===== src/rtl/memory_fifo_tester.sv =====
// Bring-up harness for the FIFO path: load Feature_Memory, copy it through a
// synchronous FIFO into Weight_Memory and expose each drained word on port_D.
module memory_fifo_tester #(
   parameter int DATA_W     = 8,
   parameter int MEM_DEPTH  = 16,
   parameter int FIFO_DEPTH = 8
) (
   input  logic              clk,
   input  logic              rst,
   input  logic [DATA_W-1:0] port_A,
   input  logic              W_en,
   input  logic              s_sig,
   input  logic              R_en,
   output logic [DATA_W-1:0] port_D,
   output logic              fifo_full,
   output logic              fifo_empty,
   output logic              copy_done
);

   localparam int MEM_AW  = $clog2(MEM_DEPTH);
   localparam int FIFO_AW = $clog2(FIFO_DEPTH);
   localparam int CNT_W   = FIFO_AW + 1;

   logic [DATA_W-1:0]  Feature_Memory [MEM_DEPTH];
   logic [DATA_W-1:0]  Weight_Memory  [MEM_DEPTH];
   logic [DATA_W-1:0]  fifo_mem       [FIFO_DEPTH];

   logic [MEM_AW-1:0]  ld_ptr_q,  ld_ptr_d;
   logic [MEM_AW-1:0]  src_idx_q, src_idx_d;
   logic [MEM_AW-1:0]  dst_idx_q, dst_idx_d;
   logic               copy_done_q, copy_done_d;
   logic [FIFO_AW-1:0] wr_ptr_q, wr_ptr_d;
   logic [FIFO_AW-1:0] rd_ptr_q, rd_ptr_d;
   logic [CNT_W-1:0]   count_q,  count_d;
   logic [DATA_W-1:0]  port_d_q, port_d_d;

   logic               push;
   logic               pop;
   logic [DATA_W-1:0]  head_word;

   // Handshake: push fires when the source has a word (s_sig, not loading,
   // copy unfinished) and the FIFO is not full; pop fires when R_en is high
   // and the FIFO is not empty. Both use the registered count, so a word
   // pushed on one edge is first poppable on the next.
   assign fifo_full  = (count_q == CNT_W'(FIFO_DEPTH));
   assign fifo_empty = (count_q == '0);
   assign push       = s_sig && !W_en && !copy_done_q && !fifo_full;
   assign pop        = R_en && !fifo_empty;
   assign head_word  = fifo_mem[rd_ptr_q];

   assign port_D    = port_d_q;
   assign copy_done = copy_done_q;

   always_comb begin
      ld_ptr_d    = ld_ptr_q;
      src_idx_d   = src_idx_q;
      dst_idx_d   = dst_idx_q;
      copy_done_d = copy_done_q;
      wr_ptr_d    = wr_ptr_q;
      rd_ptr_d    = rd_ptr_q;
      count_d     = count_q;
      port_d_d    = port_d_q;

      if (W_en) begin
         ld_ptr_d    = ld_ptr_q + 1'b1;
         src_idx_d   = '0;
         copy_done_d = 1'b0;
      end else if (push) begin
         src_idx_d = src_idx_q + 1'b1;
         if (src_idx_q == MEM_AW'(MEM_DEPTH - 1)) copy_done_d = 1'b1;
      end

      if (push) wr_ptr_d = wr_ptr_q + 1'b1;

      // A load re-arms the copy, so it overrides the destination advance.
      if (pop) begin
         rd_ptr_d  = rd_ptr_q + 1'b1;
         port_d_d  = head_word;
         dst_idx_d = dst_idx_q + 1'b1;
      end
      if (W_en) dst_idx_d = '0;

      case ({push, pop})
         2'b10:   count_d = count_q + 1'b1;
         2'b01:   count_d = count_q - 1'b1;
         default: count_d = count_q;
      endcase
   end

   always_ff @(posedge clk or negedge rst) begin
      if (!rst) begin
         ld_ptr_q    <= '0;
         src_idx_q   <= '0;
         dst_idx_q   <= '0;
         copy_done_q <= 1'b0;
         wr_ptr_q    <= '0;
         rd_ptr_q    <= '0;
         count_q     <= '0;
         port_d_q    <= '0;
      end else begin
         ld_ptr_q    <= ld_ptr_d;
         src_idx_q   <= src_idx_d;
         dst_idx_q   <= dst_idx_d;
         copy_done_q <= copy_done_d;
         wr_ptr_q    <= wr_ptr_d;
         rd_ptr_q    <= rd_ptr_d;
         count_q     <= count_d;
         port_d_q    <= port_d_d;
      end
   end

   always_ff @(posedge clk or negedge rst) begin
      if (!rst) begin
         for (int i = 0; i < MEM_DEPTH; i++) Feature_Memory[i] <= '0;
      end else if (W_en) begin
         Feature_Memory[ld_ptr_q] <= port_A;
      end
   end

   always_ff @(posedge clk or negedge rst) begin
      if (!rst) begin
         for (int i = 0; i < MEM_DEPTH; i++) Weight_Memory[i] <= '0;
      end else if (pop) begin
         Weight_Memory[dst_idx_q] <= head_word;
      end
   end

   // FIFO storage needs no reset: the pointers and count gate every read.
   always_ff @(posedge clk) begin
      if (push) fifo_mem[wr_ptr_q] <= Feature_Memory[src_idx_q];
   end

endmodule


===== config.mk =====
export PLATFORM = sky130hd
export DESIGN_NAME = memory_fifo_tester
export DESIGN_NICKNAME = d
export VERILOG_FILES = /design/src/rtl/memory_fifo_tester.sv
export SDC_FILE = /design/constraint.sdc
export NUM_CORES = 1
export LEC_CHECK = 0
export CELL_PAD_IN_SITES_DETAIL_PLACEMENT = 0
export CELL_PAD_IN_SITES_GLOBAL_PLACEMENT = 1
export CORE_MARGIN = 2
export CORE_UTILIZATION = 40
export CTS_CLUSTER_SIZE = 16
export DETAILED_ROUTE_END_ITERATION = 8
export PLACE_DENSITY_LB_ADDON = 0.1
export SYNTH_ARGS = -nofsm -noshare
export SYNTH_HDL_FRONTEND = slang
export SYNTH_SLANG_ARGS = --single-unit

===== constraint.sdc =====
create_clock -name clk -period 7.4 [get_ports clk]
set_clock_uncertainty 0.1 [all_clocks]
set_input_delay 1.11 -clock clk [delete_from_list [all_inputs] [get_ports clk]]
set_output_delay 1.11 -clock clk [all_outputs]
set_load 0.01 [all_outputs]

# [Yosys cells after proc, flatten, opt, wreduce, memory -nomap -nowiden]
# Memory sizes are Yosys's and may differ from the RTL's. A register that Yosys moved wholly into a read port is not among the register bits.
# Index checks and enable logic that the tools add are counted.
[totals] ff_bits=147 mem_bits_rw=64 input_bits=13 output_inout_bits=11 wordCells=67 n_memories=1
[mem_list] name="fifo_mem" words=8 width=8 rd=1 rd_ports_with_merged_regs=1 write_ports=1 line="26" rtl="logic [DATA_W-1:0] fifo_mem [FIFO_DEPTH];"
[op_classes] add_sub_neg=6 magnitude_cmp=3 n_eq_ne=4 muxes=14 bitwise_logic=2 reduce_logical=15
[op_table] cell="$bwmux 128" count=1
[op_table] cell="$bmux 8 s4" count=1
[op_table] cell="$demux 8 s4" count=1
[op_table] cell="$mux 8" count=3
[op_table] cell="$add 4x1->4 const B" count=3
[op_table] cell="$ge 5x5->1 const B" count=2
[op_table] cell="$not 4->5" count=2
[op_table] cell="$eq 4x4->1 const B" count=2
[op_table] cell="$mux 4" count=2
[op_table] cell="$pmux 4 s2" count=1
[op_table] cell="$add 3x1->3 const B" count=2
[op_table] cell="$reduce_bool 2->1" count=3
[op_table] cell="$logic_and 1x1->1" count=5
[op_table] cell="$logic_not 1->1" count=5
[op_table] cell="$lt 5x1->1 const B" count=1
[op_table] cell="$mux 1" count=5
[op_table] cell="$logic_not 4->1" count=1
[op_table] cell="$sub 4x1->4 const B" count=1
[op_table] cell="$eq 2x1->1 const B" count=1
[op_table] cell="$eq 2x2->1 const B" count=1
[op_table] cell="$reduce_and 2->1" count=1

# [Depth between registers and ports, before layout]
[logic_depth] depth_word=6 depth_mapped=10 mapped_depth_nobuf=9

# [Least setup slack after synthesis]
# No wires, ideal clock.
[synth_timing] path_type="input-to-reg" start="in W_en" end="reg count_q[3]" setup_time_ps=80 t_arrival_ps=3061 required_ps=7220 path_slack_ps=4159 cell_stages=10 path_buffers=1 path_cell_list="buf_6 -> or3b_4 -> nor2_4 -> inv_2 -> ha_1 -> ha_1 -> a21o_1 -> a21oi_1 -> mux2i_1 -> xnor2_1"
[synth_via] elab_chain_cells=6 elab_cells_between_ends=8 classes_between="eq/ne (2); mux (1); reduce/logical (5)"
[synth_lines] element="from (decl)" line="11" rtl="input logic W_en,"
[synth_lines] element="$logic_not 1->1 *" line="47" rtl="assign push = s_sig && !W_en && !copy_done_q && !fifo_full;"
[synth_lines] element="$logic_and 1x1->1 * (3 in a row)" line="47"
[synth_lines] element="$eq 2x1->1 / $eq 2x2->1 (equally long branches)" line="83" rtl="case ({push, pop})"
[synth_lines] element="$pmux 4 s2 / $reduce_bool 2->1 (equally long branches)"
[synth_lines] element="to (signal assigned)" line="107" rtl="count_q <= count_d;"
[synth_lines] element="to (decl)" line="34" rtl="logic [CNT_W-1:0] count_q, count_d;"
# Mark *: on every way between the ends. The rest lies on a longest branch, timed or not.
# A chain may end at the register's enable or synchronous reset.

# [Worst setup path in the final report]
# Ends and elaborated chain as after synthesis.

==> flow_summary.toml <==
[run_status]
status = "finished clean"

[placement]
pre_cts_slack_ns = 3.187
io_buffers = 23
dp.cells = 926
dp_hpwl_um = 14180
dpl_cell_area_mm2 = 0.01009
gp_congestion = 0.7623

[power_and_ir_drop]
p_per_area_mw_per_mm2 = 400.5
power.leakage_nw = 4.312
ir_worst_vdd_uv = 181.8

[setup_path]
startpoint_type = "input port"
worstSetupPathType = "in2reg"
path_common_cell = "ha_1"
endpoint_kind = "register"
critPathMaxFanout = 19
crit_required_ns = 7.72
path_cells = "clkdlybuf4s50_1 > or3b_4 > nor2_4 > inv_2 > ha_1 > ha_1 > a21o_1 > a21oi_1 > mux2i_1 > xnor2_1"
critPathMaxStageDelay_ns = 0.74
cp_slowest_cell = "clkdlybuf4s50_1"
arrival_ns = 4.02

[synth]
netlist_instances = 618
synth_edf_count = 64
ys_seq_area_frac = 0.5992
synthArstFlopShare = 0.7078
mappedNetlistArea_mm2 = 0.009681
synth_nets = 642
yosysWarnings = 0
synth_area_per_cell_um2 = 15.66
synth_seq_cells = 219
ys_top_cells_by_area = "dfrtp_1 40%, edfxtp_1 20%, mux2_2 15%"
ys_types = 43
synth_area_leader_cell = "dfrtp_1"
synth_top_area_frac = 0.4007
postSynth.topFlopCell = "dfrtp_1"

[drt]
ant_nets = 0
drt-total-wl_um = 21470
avgViaCountPerCell = 5.325
num_vias = 5165
drt_iter0_drc = 221
drtPass1Iterations = 4
route.detailed.drc = 0
wl_per_cell_um = 22.13

[floorplanning]
ioPinCount = 24
die_w_um = 159.6
fp-row-count = 56
fp.dieH_um = 159.6
die_area_mm2 = 0.02546
start_util = 0.4100
placeableCoreArea_mm2 = 0.02361

[cts]
htree_levels = 1
cts_buffers = 25
cts_resized = 0
clock-sinks = 219
cts_hold_buffers = 0
tritoncts = "yes"
root_buffer = "clkbuf_16"
cts_buffer_depth = 3
post-cts-setup-buffers = 0
clock_latency_ns = 0.50
clkTransAtPathRegs_ns = 0.06

[sta]
setup_ws_ns = 3.702
max-slew-margin-rel = 0.1961
finalMaxSlewViolations = 0
fin_tns_setup_ns = 0
layout_min_cycle_time_ns = 3.698
worst_slew_pin_slew_ns = 1.197
final-hold-violation-count = 0
min_period_over_period = 0.4997
timing.fmax_ghz = 0.2704
finalSetupViolCount = 0
rsz0062_at_grt = "no"

[global_route]
grt_max_degree = 80
grt_overflow = 0
grt_pass1_vias = 5725
antenna_found_initial = 0
grtUsageTotal = 0.1739
grt_first_pass_wirelength_um = 34070

[cells_and_area]
area_growth_pct = 11.99
fin_area_mm2 = 0.01084
drive_gt1_frac = 0.3226
final_core_utilization = 0.4591
layoutNonFillerInstCount = 970
nets = 658
num_antenna_cells = 0
fillCellCount = 2086

[worst_hold_path]
hold_path_class = "reg2reg"

[flow_run]
cap_viol_max_count = 0
-- worst paths after layout --
kind                                     end  slack, ns        from  depth (start not counted)
max in group asynchronous  Feature_Memory[7]       5.14         rst                          2
hold reg to reg                    port_D[4]       0.38   port_D[4]                          2
min in group asynchronous        rd_ptr_q[0]       0.56         rst                          1
setup / recovery                  count_q[3]       3.70        W_en                         10
setup reg to reg                  count_q[3]       4.36  count_q[0]                          8
hold / removal                     port_D[4]       0.38   port_D[4]                          2
-- per-stage QoR --
stage	hold WS (ns)	power, W
global placement	0.3668	0.003198
floorplan	0.3635	0.002887
global route	0.4090	0.004608
detailed placement	0.3715	0.003261
finish	0.3783	0.004342
CTS	0.3845	0.004413
-- Yosys cell counts, types with 3 or more instances --
cell type	instances
nor3_1	4
buf_6	11
edfxtp_1	64
mux2i_1	42
and3_1	4
clkbuf_1	10
mux2_2	127
nand2_1	40
o21ai_0	18
nand2_2	3
mux4_2	32
nor2_1	13
inv_1	6
a22oi_1	8
ha_1	10
a221oi_1	15
buf_2	11
buf_4	3
dfrtp_1	155
xnor2_1	11
-- state kept, by name (all words and copies together), names as in the netlist --
| name | flops |
|---|---|
| rd_ptr_q | 3 |
| src_idx_q | 4 |
| ld_ptr_q | 4 |
| copy_done | 1 |
| port_D | 8 |
| fifo_mem | 64 |
| Feature_Memory | 128 |
| wr_ptr_q | 3 |
| count_q | 4 |
-- final cells by class --
class                           instances  area [um^2]  share of cell area
Multi-Input combinational cell        353         3600              0.3320
Inverter                                8        30.03            0.002770
Tap cell                              319        399.1             0.03681
Clock inverter                          6        55.05            0.005078
Clock buffer                           38        694.4             0.06405
Sequential cell                       219         5802              0.5351
Timing Repair Buffer                   27        261.5             0.02412
-- worst max-delay path, delay by kind of cell --
family                     cells  cell delay [ns]
buffers and inverters          2             0.86
xor gates and xnor gates       1             0.13
muxes                          1             0.24
adders and majority gates      2             0.56
and+or+nand+nor                2             0.74
AOI/OAI and AO/OA              2             0.38
-- cell families after synthesis --
family / share of synthesized area
AO/OA/AOI/OAI: 0.03593
adder cells (fa/ha/maj): 0.01499
multiplexers: 0.2668
AND/OR/NAND/NOR: 0.04213
buffers and inverters: 0.02921
XOR/XNOR: 0.01176
flip-flops: 0.5992
-- metal layers --
layer	global-route usage	wire (um)	vias up
met5	0	0	-
li1	-	-	2348
met2	0.3119	11080	83
met3	0.02605	557	29
met1	0.2196	9380	2705
met4	0.04628	451	0
-- power by group --
part / internal (W) / switching [W] / leakage [nW]
clock: 0.000677 / 0.000462 / 0.362
sequential: 0.00174 / 0.000297 / 2.50
combinational: 0.000657 / 0.000511 / 1.45
-- placed cells by master, fill, tap and decap left out, types with 2 or more instances in the layout --
cell type        synthesis  layout
a22oi_1                  8       8
nor2_1                  13      13
inv_2                    2       2
buf_4                    3       4
a21oi_1                  2       2
nand2_1                 40      40
nand4_1                  2       2
edfxtp_1                64      64
xnor2_1                 11      11
and3_1                   4       4
mux4_2                  32      32
a221oi_1                15      15
ha_1                    10      10
clkbuf_16                0      25
inv_1                    6       6
clkinv_1                 0       3
nand2b_1                 2       2
nand2_2                  3       3
clkbuf_1                10      11
clkdlybuf4s50_1          0      22
nor4_1                   2       2
nor3_2                   2       2
o21ai_0                 18      18
mux2_2                 127     127
dfrtp_1                155     154
clkbuf_8                 0       2
xor2_1                   2       2
nor3_1                   4       4
mux2i_1                 42      42
Note: power is estimated with default switching activity, not from simulation.
==> edit (same flow settings) <==
Make the reset (`rst`) synchronous in 3 clocked blocks.
--- a/src/rtl/memory_fifo_tester.sv
+++ b/src/rtl/memory_fifo_tester.sv
@@ -87,7 +87,7 @@
       endcase
    end
 
-   always_ff @(posedge clk or negedge rst) begin
+   always_ff @(posedge clk) begin
       if (!rst) begin
          ld_ptr_q    <= '0;
          src_idx_q   <= '0;
@@ -109,7 +109,7 @@
       end
    end
 
-   always_ff @(posedge clk or negedge rst) begin
+   always_ff @(posedge clk) begin
       if (!rst) begin
          for (int i = 0; i < MEM_DEPTH; i++) Feature_Memory[i] <= '0;
       end else if (W_en) begin
@@ -117,7 +117,7 @@
       end
    end
 
-   always_ff @(posedge clk or negedge rst) begin
+   always_ff @(posedge clk) begin
       if (!rst) begin
          for (int i = 0; i < MEM_DEPTH; i++) Weight_Memory[i] <= '0;
       end else if (pop) begin
Function: differs if rst is asserted again (counterexample within 4 cycles, from zero or initial values and one cycle with rst low); with rst held inactive, the same outputs for 4 cycles.
==> edit against the unedited design <==
Critical path depth down 5. Highest routed layer unchanged. Critical path type unchanged. Wire length down 4.1%. Synthesized cell count up 0.49%. Sequential cell count up 4. Global-route usage down 0.28 points. Fmax up 8.1%. Worst setup slack better by 0.28 ns. Synthesized area down 1.1%. Final area up 0.96%. Sequential share of layout area up 4.8 points.
Power is not compared: it rests on default switching activity, and its combinational part moved more than twofold at a synthesized area within 25%.
==> edit: results (changes against the unedited design) <==
Yosys
The unique cell type count in the Yosys netlist was 38 (was 43). Area contributors post-synth: sky130_fd_sc_hd__edfxtp_1 60%, sky130_fd_sc_hd__mux4_2 11%, sky130_fd_sc_hd__and2_1 9.1% (was sky130_fd_sc_hd__dfrtp_1 40%, sky130_fd_sc_hd__edfxtp_1 20%, sky130_fd_sc_hd__mux2_2 15%). The post-synthesis share of cell area spent on xor and xnor gates is 1.01% (was 1.18%). The most frequently used flop master after synthesis is sky130_fd_sc_hd__edfxtp_1 (was sky130_fd_sc_hd__dfrtp_1).

The multiplexer fraction of the synthesized cell area is 11.7% (was 26.7%). The sequential area share after synthesis was 66.7% (was 59.9%). The adder and majority cell fraction of the synthesized area is 1.52% (was 1.50%). The number of synthesized flops with an enable pin is 192 (was 64).

Global routing
The global-route usage over all layers came to 17.1% (was 17.4%). The met1 track demand over resource in global routing is 22.4% (was 22.0%). The via count of the first global-routing pass was 5267 (was 5725). The met3 routing resource usage after global routing is 2.31% (was 2.60%). The wire length of the first global-routing pass was 31900 um (was 34100 um). The global routing usage on met2 came to 30.1% (was 31.2%).

Place
The detailed placement HPWL is 14200 um (about the same). The final weighted congestion in routability-driven placement is 0.773 (was 0.762). The cell total after placement came to 935 (was 926).

Setup path
The family with the most delay on the worst path is simple AND/OR/NAND/NOR gates (was buffers and inverters). The arrival time of data at the critical path endpoint is 3.44 ns (was 4.02 ns). The largest driver fanout on the critical path is 8 (was 19). The maximum single-stage delay on the critical path is 1.00 ns (was 0.74 ns). The highest-delay cell along the critical path is sky130_fd_sc_hd__nor3b_1 (was sky130_fd_sc_hd__clkdlybuf4s50_1).

Detailed routing
The routed wire length came to 20600 um (was 21500 um). The routed length on met1 is 9070 um (was 9380 um). The met2 wire length is 10300 um (was 11100 um). The detail-routed net length per standard cell is 21.0 um (was 22.1 um).

CTS
The source-to-sink clock delay at the later pin of the worst-skew pair is 0.52 ns (was 0.50 ns).

Outcome
Outcome: complete, no violations (unchanged).

Final layout
The number of fill cells is 2048 (was 2086).
edit: cell count changes after synthesis, sizes merged, moves of 31 or more:
| cell | delta |
|---|---|
| and2 | +139 |
| edfxtp | +128 |
| dfrtp | -155 |
| dfxtp | +31 |
| mux2i | -38 |
| mux2 | -128 |
edit: through the flow:
stage | cell area, um2 | worst slack, ns
3_5_place_dp | 10100 | 3.40
3_3_place_gp | 10100 | 3.48
5_1_grt | 10900 | 3.76
4_1_cts | 10900 | 3.93
6_report | 10900 | 3.98
2_1_floorplan | 9570 | 4.14
edit: worst paths after layout:
path                                                 from                        to  slack, ns  cells after the start
worst max register to register    count_q[0]$_SDFFE_PN0P_   count_q[3]$_SDFFE_PN0P_       4.74                      9
worst min-delay path            src_idx_q[1]$_SDFFE_PP0P_                      flop       0.41                      2
worst max-delay path                                 W_en  fifo_mem[5][7]$_DFFE_PP_       3.98                      5
worst min register to register  src_idx_q[1]$_SDFFE_PP0P_                      flop       0.41                      2
edit: kinds of logic after synthesis:
logic type,after synthesis
buffers and inverters,41
XOR/XNOR,11
flip-flops,223
multiplexers,52
AND/OR/NAND/NOR,225
adder cells (fa/ha/maj),11
AO/OA/AOI/OAI,58
edit: cell type report:
class / instances / area (um2) / area share, %
tap: 319 / 399 / 3.65
sequential: 223 / 6390 / 58.4
inverter: 7 / 38.8 / 0.354
clock buffer: 30 / 654 / 5.98
clock inverter: 16 / 183 / 1.67
multi-input combinational: 357 / 3010 / 27.5
timing repair buffer: 29 / 275 / 2.51
edit: worst reg2reg max path, delay by kind of cell, from the launching register on:
kind            cells  cell delay (ns)
simple gates        2             0.79
fa+ha+maj           2             0.47
mux                 2             0.43
flops               1             0.38
compound gates      2             0.34
buf+inv             1             0.08
